[src/rtl/axi_lite_const_regs.sv]
// axi_lite_const_regs
// AXI4-Lite slave register block. Low word indices hold per-instance constant
// words (IDs, version, build); the words above them are byte-strobed R/W
// registers whose contents are exported to fabric together with a one-cycle
// write-notification pulse per register. Decode misses answer with SLVERR.
module axi_lite_const_regs #(
   parameter int                    C_S00_AXI_DATA_WIDTH = 32,
   parameter int                    C_S00_AXI_ADDR_WIDTH = 6,
   parameter int                    NUM_CONST            = 4,
   parameter logic [NUM_CONST*32-1:0] CONST_VALUES       = {32'h0000_0001, 32'h2025_0318,
                                                            32'hCAFE_F00D, 32'hDEADBEEF},
   parameter int                    NUM_RW               = 4,
   parameter logic [31:0]           RW_RESET_VALUE       = 32'h0
) (
   input  logic                              s00_axi_aclk,
   input  logic                              s00_axi_areset,

   input  logic [C_S00_AXI_ADDR_WIDTH-1:0]   s00_axi_awaddr,
   input  logic [2:0]                        s00_axi_awprot,
   input  logic                              s00_axi_awvalid,
   output logic                              s00_axi_awready,

   input  logic [C_S00_AXI_DATA_WIDTH-1:0]   s00_axi_wdata,
   input  logic [C_S00_AXI_DATA_WIDTH/8-1:0] s00_axi_wstrb,
   input  logic                              s00_axi_wvalid,
   output logic                              s00_axi_wready,

   output logic [1:0]                        s00_axi_bresp,
   output logic                              s00_axi_bvalid,
   input  logic                              s00_axi_bready,

   input  logic [C_S00_AXI_ADDR_WIDTH-1:0]   s00_axi_araddr,
   input  logic [2:0]                        s00_axi_arprot,
   input  logic                              s00_axi_arvalid,
   output logic                              s00_axi_arready,

   output logic [C_S00_AXI_DATA_WIDTH-1:0]   s00_axi_rdata,
   output logic [1:0]                        s00_axi_rresp,
   output logic                              s00_axi_rvalid,
   input  logic                              s00_axi_rready,

   output logic [NUM_RW*32-1:0]              rw_regs,
   output logic [NUM_RW-1:0]                 rw_wr_pulse
);

   localparam int DW    = C_S00_AXI_DATA_WIDTH;
   localparam int AW    = C_S00_AXI_ADDR_WIDTH;
   localparam int IDX_W = AW - 2;
   localparam int SW    = DW / 8;

   localparam logic [1:0] RESP_OKAY   = 2'b00;
   localparam logic [1:0] RESP_SLVERR = 2'b10;

   typedef enum logic {
      R_IDLE,
      R_DATA
   } rd_state_e;

   // ------------------------------------------------------------------
   // Register file storage (packed so register j sits at [32j+31:32j])
   // ------------------------------------------------------------------
   logic [NUM_RW-1:0][DW-1:0] rw_q;
   logic [NUM_RW-1:0][DW-1:0] rw_d;
   logic [NUM_RW-1:0]         pulse_q;
   logic [NUM_RW-1:0]         pulse_d;

   // ------------------------------------------------------------------
   // Read channel state
   // ------------------------------------------------------------------
   rd_state_e        rd_state_q;
   rd_state_e        rd_state_d;
   logic             arready_q;
   logic             arready_d;
   logic             rvalid_q;
   logic             rvalid_d;
   logic [DW-1:0]    rdata_q;
   logic [DW-1:0]    rdata_d;
   logic [1:0]       rresp_q;
   logic [1:0]       rresp_d;

   logic [IDX_W-1:0] rd_idx;
   logic [DW-1:0]    rd_value;
   logic [1:0]       rd_resp;

   // ------------------------------------------------------------------
   // Write channel state
   // ------------------------------------------------------------------
   logic             aw_held_q;
   logic             aw_held_d;
   logic [IDX_W-1:0] aw_idx_q;
   logic [IDX_W-1:0] aw_idx_d;
   logic             w_held_q;
   logic             w_held_d;
   logic [DW-1:0]    w_data_q;
   logic [DW-1:0]    w_data_d;
   logic [SW-1:0]    w_strb_q;
   logic [SW-1:0]    w_strb_d;
   logic             awready_q;
   logic             awready_d;
   logic             wready_q;
   logic             wready_d;
   logic             bvalid_q;
   logic             bvalid_d;
   logic [1:0]       bresp_q;
   logic [1:0]       bresp_d;

   logic             aw_hs;
   logic             w_hs;
   logic             commit;
   logic [IDX_W-1:0] wr_idx;
   logic [DW-1:0]    wr_data;
   logic [SW-1:0]    wr_strb;

   // Protection bits and the byte offset inside a word carry no meaning here.
   logic unused_inputs;
   assign unused_inputs = ^{s00_axi_awprot, s00_axi_arprot,
                            s00_axi_awaddr[1:0], s00_axi_araddr[1:0]};

   // ------------------------------------------------------------------
   // Read path
   // ------------------------------------------------------------------
   assign rd_idx = s00_axi_araddr[AW-1:2];

   // Decode the read index: constant word, current R/W contents, or a miss.
   always_comb begin
      rd_value = '0;
      rd_resp  = RESP_SLVERR;
      for (int i = 0; i < NUM_CONST; i++) begin
         if (rd_idx == IDX_W'(i)) begin
            rd_value = CONST_VALUES[32*i +: DW];
            rd_resp  = RESP_OKAY;
         end
      end
      for (int j = 0; j < NUM_RW; j++) begin
         if (rd_idx == IDX_W'(NUM_CONST + j)) begin
            rd_value = rw_q[j];
            rd_resp  = RESP_OKAY;
         end
      end
   end

   // Two-state read FSM; data is captured at the AR handshake and held until R completes.
   always_comb begin
      rd_state_d = rd_state_q;
      arready_d  = arready_q;
      rvalid_d   = rvalid_q;
      rdata_d    = rdata_q;
      rresp_d    = rresp_q;
      case (rd_state_q)
         R_IDLE: begin
            arready_d = 1'b1;
            if (s00_axi_arvalid && arready_q) begin
               rd_state_d = R_DATA;
               arready_d  = 1'b0;
               rvalid_d   = 1'b1;
               rdata_d    = rd_value;
               rresp_d    = rd_resp;
            end
         end
         R_DATA: begin
            arready_d = 1'b0;
            rvalid_d  = 1'b1;
            if (s00_axi_rready) begin
               rd_state_d = R_IDLE;
               arready_d  = 1'b1;
               rvalid_d   = 1'b0;
            end
         end
         default: begin
            rd_state_d = R_IDLE;
            arready_d  = 1'b0;
            rvalid_d   = 1'b0;
         end
      endcase
   end

   // Read channel registers; every read-side AXI output comes straight from a flop.
   always_ff @(posedge s00_axi_aclk) begin
      if (s00_axi_areset) begin
         rd_state_q <= R_IDLE;
         arready_q  <= 1'b0;
         rvalid_q   <= 1'b0;
         rdata_q    <= '0;
         rresp_q    <= RESP_OKAY;
      end else begin
         rd_state_q <= rd_state_d;
         arready_q  <= arready_d;
         rvalid_q   <= rvalid_d;
         rdata_q    <= rdata_d;
         rresp_q    <= rresp_d;
      end
   end

   // ------------------------------------------------------------------
   // Write path
   // ------------------------------------------------------------------
   assign aw_hs   = s00_axi_awvalid & awready_q;
   assign w_hs    = s00_axi_wvalid & wready_q;
   assign commit  = (aw_held_q | aw_hs) & (w_held_q | w_hs);
   assign wr_idx  = aw_held_q ? aw_idx_q : s00_axi_awaddr[AW-1:2];
   assign wr_data = w_held_q ? w_data_q : s00_axi_wdata;
   assign wr_strb = w_held_q ? w_strb_q : s00_axi_wstrb;

   // Latch AW and W independently, commit once both are present, then hold the response.
   always_comb begin
      aw_held_d = aw_held_q | aw_hs;
      aw_idx_d  = aw_hs ? s00_axi_awaddr[AW-1:2] : aw_idx_q;
      w_held_d  = w_held_q | w_hs;
      w_data_d  = w_hs ? s00_axi_wdata : w_data_q;
      w_strb_d  = w_hs ? s00_axi_wstrb : w_strb_q;
      bvalid_d  = bvalid_q & ~s00_axi_bready;
      bresp_d   = bresp_q;
      pulse_d   = '0;
      rw_d      = rw_q;
      if (commit) begin
         aw_held_d = 1'b0;
         w_held_d  = 1'b0;
         bvalid_d  = 1'b1;
         bresp_d   = RESP_SLVERR;
         for (int j = 0; j < NUM_RW; j++) begin
            if (wr_idx == IDX_W'(NUM_CONST + j)) begin
               bresp_d    = RESP_OKAY;
               pulse_d[j] = 1'b1;
               for (int k = 0; k < SW; k++) begin
                  if (wr_strb[k]) begin
                     rw_d[j][8*k +: 8] = wr_data[8*k +: 8];
                  end
               end
            end
         end
      end
      awready_d = ~aw_held_d & ~bvalid_d;
      wready_d  = ~w_held_d & ~bvalid_d;
   end

   // Write channel registers, register file and notification pulses.
   always_ff @(posedge s00_axi_aclk) begin
      if (s00_axi_areset) begin
         aw_held_q <= 1'b0;
         aw_idx_q  <= '0;
         w_held_q  <= 1'b0;
         w_data_q  <= '0;
         w_strb_q  <= '0;
         awready_q <= 1'b0;
         wready_q  <= 1'b0;
         bvalid_q  <= 1'b0;
         bresp_q   <= RESP_OKAY;
         pulse_q   <= '0;
         rw_q      <= {NUM_RW{RW_RESET_VALUE}};
      end else begin
         aw_held_q <= aw_held_d;
         aw_idx_q  <= aw_idx_d;
         w_held_q  <= w_held_d;
         w_data_q  <= w_data_d;
         w_strb_q  <= w_strb_d;
         awready_q <= awready_d;
         wready_q  <= wready_d;
         bvalid_q  <= bvalid_d;
         bresp_q   <= bresp_d;
         pulse_q   <= pulse_d;
         rw_q      <= rw_d;
      end
   end

   // ------------------------------------------------------------------
   // Outputs
   // ------------------------------------------------------------------
   assign s00_axi_arready = arready_q;
   assign s00_axi_rvalid  = rvalid_q;
   assign s00_axi_rdata   = rdata_q;
   assign s00_axi_rresp   = rresp_q;
   assign s00_axi_awready = awready_q;
   assign s00_axi_wready  = wready_q;
   assign s00_axi_bvalid  = bvalid_q;
   assign s00_axi_bresp   = bresp_q;
   assign rw_regs         = rw_q;
   assign rw_wr_pulse     = pulse_q;

endmodule

[config.mk]
export PLATFORM = sky130hd
export DESIGN_NAME = axi_lite_const_regs
export DESIGN_NICKNAME = d
export VERILOG_FILES = /design/src/rtl/axi_lite_const_regs.sv
export SDC_FILE = /design/constraint.sdc
export NUM_CORES = 1
export LEC_CHECK = 0
export CORE_MARGIN = 2
export CORE_UTILIZATION = 54
export DETAILED_ROUTE_END_ITERATION = 7
export GPL_ROUTABILITY_DRIVEN = 0
export PLACE_DENSITY = 0.93
export SYNTH_ARGS = -nofsm -noshare
export SYNTH_HDL_FRONTEND = slang
export SYNTH_SLANG_ARGS = --single-unit
[constraint.sdc]
create_clock -name s00_axi_aclk -period 4.94 [get_ports s00_axi_aclk]
set_input_delay 0.988 -clock s00_axi_aclk [delete_from_list [all_inputs] [get_ports s00_axi_aclk]]
set_output_delay 0.988 -clock s00_axi_aclk [all_outputs]
set_load 0.01 [all_outputs]
==> metrics.md, run 1 <==
| Metric | Value |
|---|---|
| Power per Cell Area | `around 310 nW/µm²` |
| I/O pins | `roughly 230` |
| CORE AREA | `about 17000 µm²` |
| Worst slew pin tran | `roughly 0.98 ns` |
| Worst setup EP type | `flip-flop` |
| HPWL after DPL | `slightly below 20000 µm` |
| Post-synth cell types | `50` |
| Starting density of the core | `between 50% and 60%` |
| Antenna diodes | `0` |
| Total negative setup slack | `0 ns` |
| Max VDD drop | `~240 µV` |
| Most frequent cells after synthesis | `214 x dfxtp_1, 179 x nand2_1, 175 x mux2i_1` |
| Slew HR | `approximately a third` |
| Initial antenna violation count | `0` |
| Largest net degree at the start of global routing | `slightly below 80` |
| Synth warn | `0` |
| Final Routed Wirelength | `29500 µm` |
| Synthesis-stage register bit count | `about 210` |
| Area of the multi-input gates | `between 4000 and 5000 µm²` |
| Die H | `between 100 and 150 µm` |
| Number of flops mapped to enable cells by yosys | `0` |
| Overflow after GRT | `0` |
| Yosys top cell area share | `between 40 and 50%` |
| Leak Pwr | `~5.1 nW` |
| First-pass GRT wire length | `44800 µm` |
| Register area share after synthesis | `44.9%` |
| Fill cells | `roughly 1200` |
| Iter 0 DRT Violations | `554` |
| Crit. Startpoint | `s00_axi_wvalid` |
| DRC errors left | `0` |
| PortBufs | `between 200 and 250` |
| Row count | `between 40 and 50` |
| Skew final | `between 0.015 and 0.02 ns` |
| Syn Inst Count | `between 1000 and 1500` |
| Pins Over Slew Limit | `0` |
| Via count | `8516` |
| WP data arrival | `3.29 ns` |
| Area leader, netlist | `dfxtp_1` |
| Setup-failing EPs final | `0` |
| Clock Sinks | `between 200 and 250` |
| CTS tree | `yes` |
| R2R Setup Slk | `between 2 and 2.5 ns` |
| Type of origin of the critical path | `primary input` |
| Max Cap Viol | `0` |
| Via/cell ratio | `just under 6` |
| CTS Hold Buffers Added | `0` |
| Crit share post-route | `between 50% and 60%` |
| Layout cells sized above 1 | `approximately a tenth` |
| Cells resized by post-CTS repair | `0` |
| Setup bufs post-CTS | `0` |
| Worst r2r src | `w_held_q` |
| Inserted Clock Buffers | `22` |
| Status | `finished, final reports clean` |
| Detailed Routing Iterations Pass 1 | `7` |
| Placed inst area | `11800 µm²` |
| Crit Path Class | `in2reg` |
| Die width | `137 µm` |
| Mapped cell area | `between 9000 and 10000 µm²` |
| Post-synth top flop | `dfxtp_1` |
| Clk_lat worst skew | `approximately 0.5 ns` |
| CP max FO | `39` |
| Die area | `roughly 19000 µm²` |
| Worst hold path type | `reg2reg` |
| DR WL/cell | `approximately 20 µm` |
| Synth area leaders | `dfxtp_1 45%, mux2i_1 18%, nand2_1 7.0%` |
| Critical Path Sink | `rw_regs[1]` |
| Post-DRT Antenna Nets | `0` |
| GRT Total Usage | `a little over 30%` |
| WP data required | `roughly 5.4 ns` |
| CTS root buf | `clkbuf_16` |
| Vias in the first global route | `about 8400` |
| Fin. Hold Viols | `0` |
| Most common cell in the netlist | `dfxtp_1` |
| Ys async rst share | `0%` |
| Fmax | `around 350 MHz` |
| Fin area | `approximately 13000 µm²` |
| Layout area overhead | `32.0%` |
| Syn avg cell area | `9.39 µm²` |
| RSZ-0062 raised after global routing | `no` |
| Number of cells on the worst reg-to-reg path | `5` |
| Reg2reg end | `rw_regs[114]` |
| CTS Buffer Depth | `3` |
| Storage cell area | `about 4300 µm²` |
| Minimum period implied by the final worst setup slack | `approximately 2.9 ns` |
| Clock-pin slew on the worst setup and hold paths | `roughly 0.060 ns` |
| Final nets | `about 1300` |
| H-tree depth | `1` |
[kinds of logic after synthesis]
group,share of synthesized area [%]
buffers and inverters,3.15
multiplexers,22.0
other,0.0393
flip-flops,44.9
AO/OA/AOI/OAI,10.9
AND/OR/NAND/NOR,19.0
[metrics by stage]
stage	std cells	power [mW]	setup slack, ns	util, %	hold WS [ns]
floorplan	1016	2.07	2.56	-	0.431
global placement	1408	2.23	1.64	68.5	0.438
detailed placement	1408	2.24	1.61	68.5	0.447
CTS	1447	3.94	2.10	72.8	0.455
global route	1447	4.05	2.00	72.8	0.473
finish	1447	3.93	2.07	72.8	0.453
[where the power goes]
group | leakage (nW) | switching, mW | total, mW | internal, mW
Clock | 0.370 | 0.684 | 1.72 | 1.04
Sequential | 1.73 | 0.0334 | 1.80 | 1.77
Combinational | 3.01 | 0.229 | 0.407 | 0.178
Total | 5.11 | 0.947 | 3.93 | 2.98
[flip-flops by register name (all words and copies together) (netlist names)]
name,cells
aw_held_q,1
aw_idx_q,4
rd_state_q,1
rw_regs,128
rw_wr_pulse,4
s00_axi_arready,1
s00_axi_awready,1
s00_axi_bresp,1
s00_axi_bvalid,1
s00_axi_rdata,32
s00_axi_rresp,1
s00_axi_rvalid,1
s00_axi_wready,1
w_data_q,32
w_held_q,1
w_strb_q,4
[worst min-delay path by stage]
stage / from / to / slack [ns] / cells after the start
final: w_data_q[11] / w_data_q[11] / 0.45 / 2
after global routing: w_data_q[5] / w_data_q[5] / 0.47 / 2
after CTS: w_data_q[9] / w_data_q[9] / 0.45 / 2
after detailed placement: w_data_q[9] / w_data_q[9] / 0.45 / 2
after global placement: w_data_q[4] / w_data_q[4] / 0.44 / 2
after floorplan: aw_idx_q[3] / aw_idx_q[3] / 0.43 / 2
[worst max-delay path, stage by stage]
cell and delay (ns):
clkdlybuf4s50_1 0.49, and2_2 0.14, buf_4 0.45, o221ai_2 0.35, nor3_4 0.58, mux2i_1 0.27
[final cells by class]
cell class | instances | share of cell area [%]
Multi-Input combinational cell | 732 | 39.4
Timing Repair Buffer | 235 | 18.4
Clock inverter | 9 | 0.984
Tap cell | 225 | 2.24
Inverter | 2 | 0.0596
Clock buffer | 30 | 4.94
Sequential cell | 214 | 34.0
[layer usage]
metal,track usage (%),vias up,wire (µm)
li1,-,3899,-
met1,37.4,4119,11500
met2,53.9,429,14600
met3,5.96,69,2460
met4,10.8,0,909
met5,0,-,0
[cells in the final DEF (no fill, tap or decap), types with 10 or more instances in the layout]
master           Yosys  layout
clkdlybuf4s50_1      0     219
dfxtp_1            214     213
nand2_1            179     179
mux2i_1            175     175
a21oi_1             78      78
nand2b_1            74      74
nor2_1              31      31
mux2_2              29      29
o21ai_0             26      26
clkbuf_16            0      23
buf_4                3      16
nor2b_1             14      14
nor3_1              10      10
(Power assumes the default switching activity.)
==> run 2: changes to the inputs <==
--- a/config.mk
+++ b/config.mk
@@ -6,10 +6,10 @@
 export NUM_CORES = 1
 export LEC_CHECK = 0
 export CORE_MARGIN = 2
-export CORE_UTILIZATION = 54
+export CORE_UTILIZATION = 50
 export DETAILED_ROUTE_END_ITERATION = 7
 export GPL_ROUTABILITY_DRIVEN = 0
-export PLACE_DENSITY = 0.93
+export PLACE_DENSITY = 0.88
 export SYNTH_ARGS = -nofsm -noshare
 export SYNTH_HDL_FRONTEND = slang
 export SYNTH_SLANG_ARGS = --single-unit
==> constraint.sdc (replaced) <==
create_clock -name s00_axi_aclk -period 2.8 [get_ports s00_axi_aclk]
set_input_delay 0.56 -clock s00_axi_aclk [delete_from_list [all_inputs] [get_ports s00_axi_aclk]]
set_output_delay 0.56 -clock s00_axi_aclk [all_outputs]
set_load 0.01 [all_outputs]
==> run 2 against run 1 <==
Net effect: clock skew fell by 0.0081 ns; combinational power rose by 84%; wire length fell by 0.53%; die area rose by 7.8%; clock-buffer cell count rose by 4; worst hold slack got worse by 0.00077 ns; cell area rose by 1.4%; critical path type unchanged; highest routed layer unchanged.
==> metrics.md, run 2 (same netlist as run 1, synthesis figures left out) <==
| Metric | Value |
|---|---|
| Slew HR | `47.8% (+14 points)` |
| Final Routed Wirelength | `29300 µm (-0.53%)` |
| Max VDD drop | `372 µV (+52%)` |
| Layout cells sized above 1 | `10.9% (+1.1 points)` |
| Min Hold Slack | `0.452 ns (-0.000768 ns)` |
| Max reg flops | `128 (unchanged)` |
| Dpl cells | `1431 (+1.6%)` |
| Overflow after GRT | `0 (unchanged)` |
| R2R Setup Slk | `0.78 ns (-1.52 ns)` |
| Via/cell ratio | `5.71 (-3.0%)` |
| Status | `finished, final reports clean` |
| Minimum period implied by the final worst setup slack | `2.20 ns` |
| Clk_lat worst skew | `0.50 ns (about the same)` |
| Die area | `20200 µm² (+7.8%)` |
| CTS Buffer Depth | `3 (unchanged)` |
| Setup WS post-layout | `0.603 ns (-1.47 ns)` |
| Inserted Clock Buffers | `22 (unchanged)` |
| CORE AREA | `18700 µm² (+8.1%)` |
| WP data required | `3.18 ns (-2.18 ns)` |
| Layout area overhead | `33.9%` |
| GRT Total Usage | `28.6% (-2.1 points)` |
| Fin cells | `1467 (+1.4%)` |
| HPWL after DPL | `19500 µm (-0.49%)` |
| Number of cells on the worst reg-to-reg path | `5 (unchanged)` |
| Commonest non-fill, non-tap cells in the layout | `219 x clkdlybuf4s50_1, 213 x dfxtp_1, 178 x nand2_1` |
| Fmax | `approximately 460 MHz` |
| Most common cell after layout, fill and taps aside | `clkdlybuf4s50_1` |
| I/O pins | `234 (unchanged)` |
| Hold path cells | `2 (unchanged)` |
| DR WL/cell | `20.0 µm (-1.9%)` |
| CTS tree | `yes` |
| Worst r2r src | `aw_held_q` |
| Leak Pwr | `5.20 nW (+1.6%)` |
| Worst hold path type | `reg2reg` |
| Crit. Startpoint | `s00_axi_wvalid` |
| Post-DRT Antenna Nets | `0 (unchanged)` |
| Worst setup EP type | `flip-flop` |
| Iter 0 DRT Violations | `518 (-6.5%)` |
| Type of origin of the critical path | `primary input` |
| H-tree depth | `1 (unchanged)` |
| Power per Cell Area | `534 nW/µm² (+71%)` |
| Die H | `142 µm (+3.8%)` |
| WP data arrival | `2.58 ns (-0.71 ns)` |
| Setup bufs post-CTS | `0 (unchanged)` |
| Clock-pin slew on the worst setup and hold paths | `0.06 ns (about the same)` |
| Max Cap Viol | `0 (unchanged)` |
| Initial antenna violation count | `1 (+1)` |
| RSZ-0062 raised after global routing | `no` |
| Largest net degree at the start of global routing | `152 (+92%)` |
| First-pass GRT wire length | `45900 µm (+2.4%)` |
| Hold Startpoint | `aw_idx_q[3]` |
| Pre-CTS setup slack | `0.106 ns (-1.50 ns)` |
| Starting density of the core | `51.0% (-4.2 points)` |
| Clock Sinks | `214 (unchanged)` |
| Final nets | `1282 (+1.1%)` |
| Worst Hold Path EP | `aw_idx_q[3]` |
| Setup-failing EPs final | `0 (unchanged)` |
| Cells resized by post-CTS repair | `0 (unchanged)` |
| Die width | `142 µm (+3.8%)` |
| Crit share post-route | `between 70% and 80%` |
| Fin. Hold Viols | `0 (unchanged)` |
| DRC errors left | `0 (unchanged)` |
| Pins Over Slew Limit | `0 (unchanged)` |
| CP max FO | `8 (-79%)` |
| Total negative setup slack | `0 ns (unchanged)` |
| CTS root buf | `clkbuf_16` |
| Detailed Routing Iterations Pass 1 | `4 (-3)` |
| Worst slew pin tran | `0.783 ns (-0.199 ns)` |
| Reg2reg end | `rw_regs[14]` |
| Skew final | `0.00881 ns (-0.00806 ns)` |
| Vias in the first global route | `8576 (+2.2%)` |
| Total power | `6.82 mW (+73%)` |
| Row count | `50 (+4.2%)` |
| Via count | `8374 (-1.7%)` |
| PortBufs | `221 (unchanged)` |
| Fill cells | `1410 (+15%)` |
| Crit Path Class | `in2reg` |
| CTS Hold Buffers Added | `0 (unchanged)` |
==> run 2: changes by cell type in the layout (fill, tap and decap cells not counted), sizes merged <==
cell,change
inv,-2
buf,+14
diode,+1
clkbuf,+4
bufinv,-3
clkinv,-3
==> run 2: worst max path at each step <==
stage,endpoint,slack [ns],cells past startpoint
floorplan,rw_regs[0],0.85,5
global placement,rw_regs[115],0.13,5
detailed placement,rw_regs[118],0.11,5
CTS,rw_regs[110],0.61,5
global route,rw_regs[110],0.49,5
finish,rw_regs[112],0.60,5
==> run 2: through the flow <==
step | cell area (µm²) | util (%)
after floorplan | 9540 | -
after global placement | 12100 | 64.4
after detailed placement | 12100 | 64.4
after CTS | 12800 | 68.2
after global routing | 12800 | 68.2
final | 12800 | 68.2
==> run 2: where the power goes <==
part           internal, mW  total, mW  leakage, nW  switching, mW
logic                 0.337      0.750         3.11          0.413
clock network          1.72       2.90        0.354           1.18
registers              3.12       3.17         1.73         0.0515
==> run 2: routing by layer <==
| metal | track usage (%) | share of wire [%] | up-vias |
|---|---|---|---|
| met5 | 0 | 0 | - |
| met4 | 11.7 | 3.6 | 0 |
| met3 | 6.02 | 8.5 | 68 |
| met2 | 48.4 | 48 | 376 |
| met1 | 35.5 | 40 | 4010 |
| li1 | - | - | 3920 |
==> run 2: critical path, cell delays in order <==
cell             delay (ns)
clkdlybuf4s50_1        0.52
a21oi_1                0.25
a211oi_2               0.66
nand2_2                0.37
mux2i_1                0.20
==> run 2: layout make-up <==
| class | count | area [µm²] | share of cell area (%) |
|---|---|---|---|
| multi-input cells | 732 | 4960 | 38.9 |
| repair buffers | 249 | 2500 | 19.6 |
| flip-flops and latches | 214 | 4290 | 33.6 |
| clock inverters | 1 | 5.00 | 0.0392 |
| inverters | 2 | 8.76 | 0.0686 |
| diodes | 1 | 2.50 | 0.0196 |
| clock buffers | 34 | 707 | 5.54 |
| well taps | 234 | 293 | 2.29 |
==> run 3: changes to the inputs <==
--- a/config.mk
+++ b/config.mk
@@ -6,10 +6,10 @@
 export NUM_CORES = 1
 export LEC_CHECK = 0
 export CORE_MARGIN = 2
-export CORE_UTILIZATION = 50
+export CORE_UTILIZATION = 45
 export DETAILED_ROUTE_END_ITERATION = 7
 export GPL_ROUTABILITY_DRIVEN = 0
-export PLACE_DENSITY = 0.88
+export PLACE_DENSITY = 0.84
 export SYNTH_ARGS = -nofsm -noshare
 export SYNTH_HDL_FRONTEND = slang
 export SYNTH_SLANG_ARGS = --single-unit
==> constraint.sdc (replaced) <==
create_clock -name s00_axi_aclk -period 1.9 [get_ports s00_axi_aclk]
set_input_delay 0.38 -clock s00_axi_aclk [delete_from_list [all_inputs] [get_ports s00_axi_aclk]]
set_output_delay 0.38 -clock s00_axi_aclk [all_outputs]
set_load 0.01 [all_outputs]
==> run 3 against run 2 <==
Net effect: non-clock buffer count is 50 higher; final cell count is 6.7% higher; clock power is 48% higher; clock-buffer cell count is 2 higher; wire length is 3.3% higher; largest cell class unchanged; worst hold slack worse by 0.076 ns; critical path type is now reg2out; sequential power is 47% higher; global-route usage is 2.0 points lower; combinational power is 61% higher; critical path depth is 4 lower.
==> metrics.md, run 3 (same netlist as run 1, synthesis figures left out) <==
| Metric | Value |
|---|---|
| Skew final | `0.0117 ns (+0.00289 ns)` |
| Status | `finished, final reports clean` |
| Type of origin of the critical path | `flip-flop` |
| Via/cell ratio | `5.51 (-3.4%)` |
| Int Power | `7.63 mW (+48%)` |
| CP max-delay cell | `clkdlybuf4s50_1` |
| Minimum period implied by the final worst setup slack | `1.88 ns` |
| Total power | `10.2 mW (+49%)` |
| CORE AREA | `20900 µm² (+12%)` |
| Die width | `150 µm (+5.3%)` |
| Reg power frac | `45.9% (-0.6 points)` |
| CTS tree | `yes` |
| I/O pins | `234 (unchanged)` |
| H-tree depth | `1 (unchanged)` |
| Clock-pin slew on the worst setup and hold paths | `0.06 ns (about the same)` |
| PortBufs | `221 (unchanged)` |
| Largest net degree at the start of global routing | `78 (-49%)` |
| Crit share post-route | `98.8%` |
| Setup bufs post-CTS | `0 (unchanged)` |
| Max reg flops | `128 (unchanged)` |
| Fin cells | `1566 (+6.7%)` |
| Fin. Hold Viols | `0 (unchanged)` |
| First-pass GRT wire length | `46700 µm (+1.7%)` |
| Final Routed Wirelength | `30300 µm (+3.3%)` |
| DR WL/cell | `19.3 µm (-3.2%)` |
| Iter 0 DRT Violations | `481 (-7.1%)` |
| CP max FO | `3 (-5)` |
| Clock Sinks | `214 (unchanged)` |
| Hold Startpoint | `s00_axi_areset` |
| GRT busiest layer | `met2` |
| Die H | `150 µm (+5.3%)` |
| Worst r2r src | `s00_axi_wready` |
| Worst hold path type | `in2reg` |
| Max Cap Viol | `0 (unchanged)` |
| Comb pwr share | `11.9% (+0.9 points)` |
| Number of cells on the worst reg-to-reg path | `5 (unchanged)` |
| Die area | `22400 µm² (+11%)` |
| Slew HR | `51.2% (+3.4 points)` |
| Setup-failing EPs final | `0 (unchanged)` |
| Post-DRT Antenna Nets | `0 (unchanged)` |
| RSZ-0062 raised after global routing | `no` |
| Max VDD drop | `590 µV (+59%)` |
| DRC errors left | `0 (unchanged)` |
| Power per Cell Area | `764 nW/µm² (+43%)` |
| Overflow after GRT | `0 (unchanged)` |
| Pins Over Slew Limit | `0 (unchanged)` |
| Switching power total | `2.54 mW (+54%)` |
| R2R Setup Slk | `0.06 ns (-0.72 ns)` |
| Row count | `53 (+6.0%)` |
| Worst path buffer plus inverter count | `1 (unchanged)` |
| Worst slew pin tran | `0.732 ns (-0.0509 ns)` |
| Layout area overhead | `39.7%` |
| Commonest non-fill, non-tap cells in the layout | `211 x dfxtp_1, 211 x clkdlybuf4s50_1, 178 x nand2_1` |
| Hold path cells | `3 (+1)` |
| Reg2reg end | `rw_regs[101]` |
| Crit-path cells | `clkdlybuf4s50_1` |
| Met2 GRT Util | `44.6% (-3.8 points)` |
| CTS Buffer Depth | `3 (unchanged)` |
| Detailed Routing Iterations Pass 1 | `4 (unchanged)` |
| Crit Path Class | `reg2out` |
| WP data arrival | `1.50 ns (-1.08 ns)` |
| Power share of the clock group | `42.2% (-0.3 points)` |
| Final nets | `1334 (+4.1%)` |
| WP data required | `1.52 ns (-1.66 ns)` |
| GRT Total Usage | `26.6% (-2.0 points)` |
| HPWL after DPL | `21400 µm (+10%)` |
| Fmax | `between 500 and 600 MHz` |
| Starting density of the core | `45.6% (-5.3 points)` |
| Worst Hold Path EP | `aw_idx_q[3]` |
| Initial antenna violation count | `1 (unchanged)` |
| Met3 usage | `4.42% (-1.6 points)` |
| CTS root buf | `clkbuf_16` |
| Worst setup EP type | `output pin` |
| CP peak stage delay | `0.57 ns (-0.09 ns)` |
| Net Sw Frac | `24.9% (+0.79 points)` |
| GR Util met1 | `34.2% (-1.3 points)` |
| Vias in the first global route | `8545 (-0.36%)` |
| Leak Pwr | `5.62 nW (+8.1%)` |
| Dpl cells | `1522 (+6.4%)` |
| Inserted Clock Buffers | `24 (+9.1%)` |
| Clk_lat worst skew | `0.51 ns (about the same)` |
| Via count | `8634 (+3.1%)` |
| Layout cells sized above 1 | `14.4% (+3.5 points)` |
| CP delay by family, top | `buffers and inverters` |
-- run 3: layout make-up --
class	instances	area [µm²]
antenna	1	2.50
timing repair buffer	299	3000
clock buffer	36	677
clock inverter	7	38.8
fill	1674	7570
sequential	214	4290
inverter	2	7.51
multi-input combinational	732	4960
tap	275	344
-- run 3: through the flow --
step / setup slack (ns) / cell area [µm²] / hold WS [ns] / setup TNS, ns / utilization (%)
after global placement: -0.384 / 12600 / 0.438 / -46.60 / 60.2
after floorplan: 0.129 / 9540 / 0.431 / 0 / -
after global routing: 0.00215 / 13300 / 0.400 / 0 / 63.8
final: 0.0235 / 13300 / 0.376 / 0 / 63.8
after detailed placement: -0.439 / 12600 / 0.446 / -50.96 / 60.2
after CTS: 0.00686 / 13300 / 0.380 / 0 / 63.6
-- run 3: routing by layer --
metal | share of wire, % | vias up
met3 | 7.0 | 62
met1 | 42 | 4188
li1 | - | 4038
met2 | 48 | 346
met5 | 0 | -
met4 | 2.9 | 0
-- run 3: how the worst max path moves through the flow --
stage / slack, ns / depth (start not counted) / from / endpoint
after CTS: 0.007 / 1 / rw_regs[122] / rw_regs[122]
after global routing: 0.002 / 5 / aw_held_q / rw_regs[12]
final: 0.02 / 1 / rw_regs[124] / rw_regs[124]
after global placement: -0.38 / 6 / s00_axi_awaddr[3] / rw_regs[46]
after floorplan: 0.13 / 5 / s00_axi_awaddr[5] / rw_regs[0]
after detailed placement: -0.44 / 6 / s00_axi_awaddr[4] / rw_regs[11]
-- run 3: timing repair --
item / in CTS / in global routing
resized for setup: 2 / 8
hold buffers: 0 / 0
endpoints found under the setup margin: 2 / 8
-- run 3: power groups by stage --
stage               clock network (mW)  registers (mW)  logic [mW]
global placement                     0            4.76        1.18
global route                      4.53            4.68        1.30
detailed placement                   0            4.77        1.20
floorplan                            0            4.77       0.614
CTS                               4.34            4.67        1.21
finish                            4.29            4.67        1.21
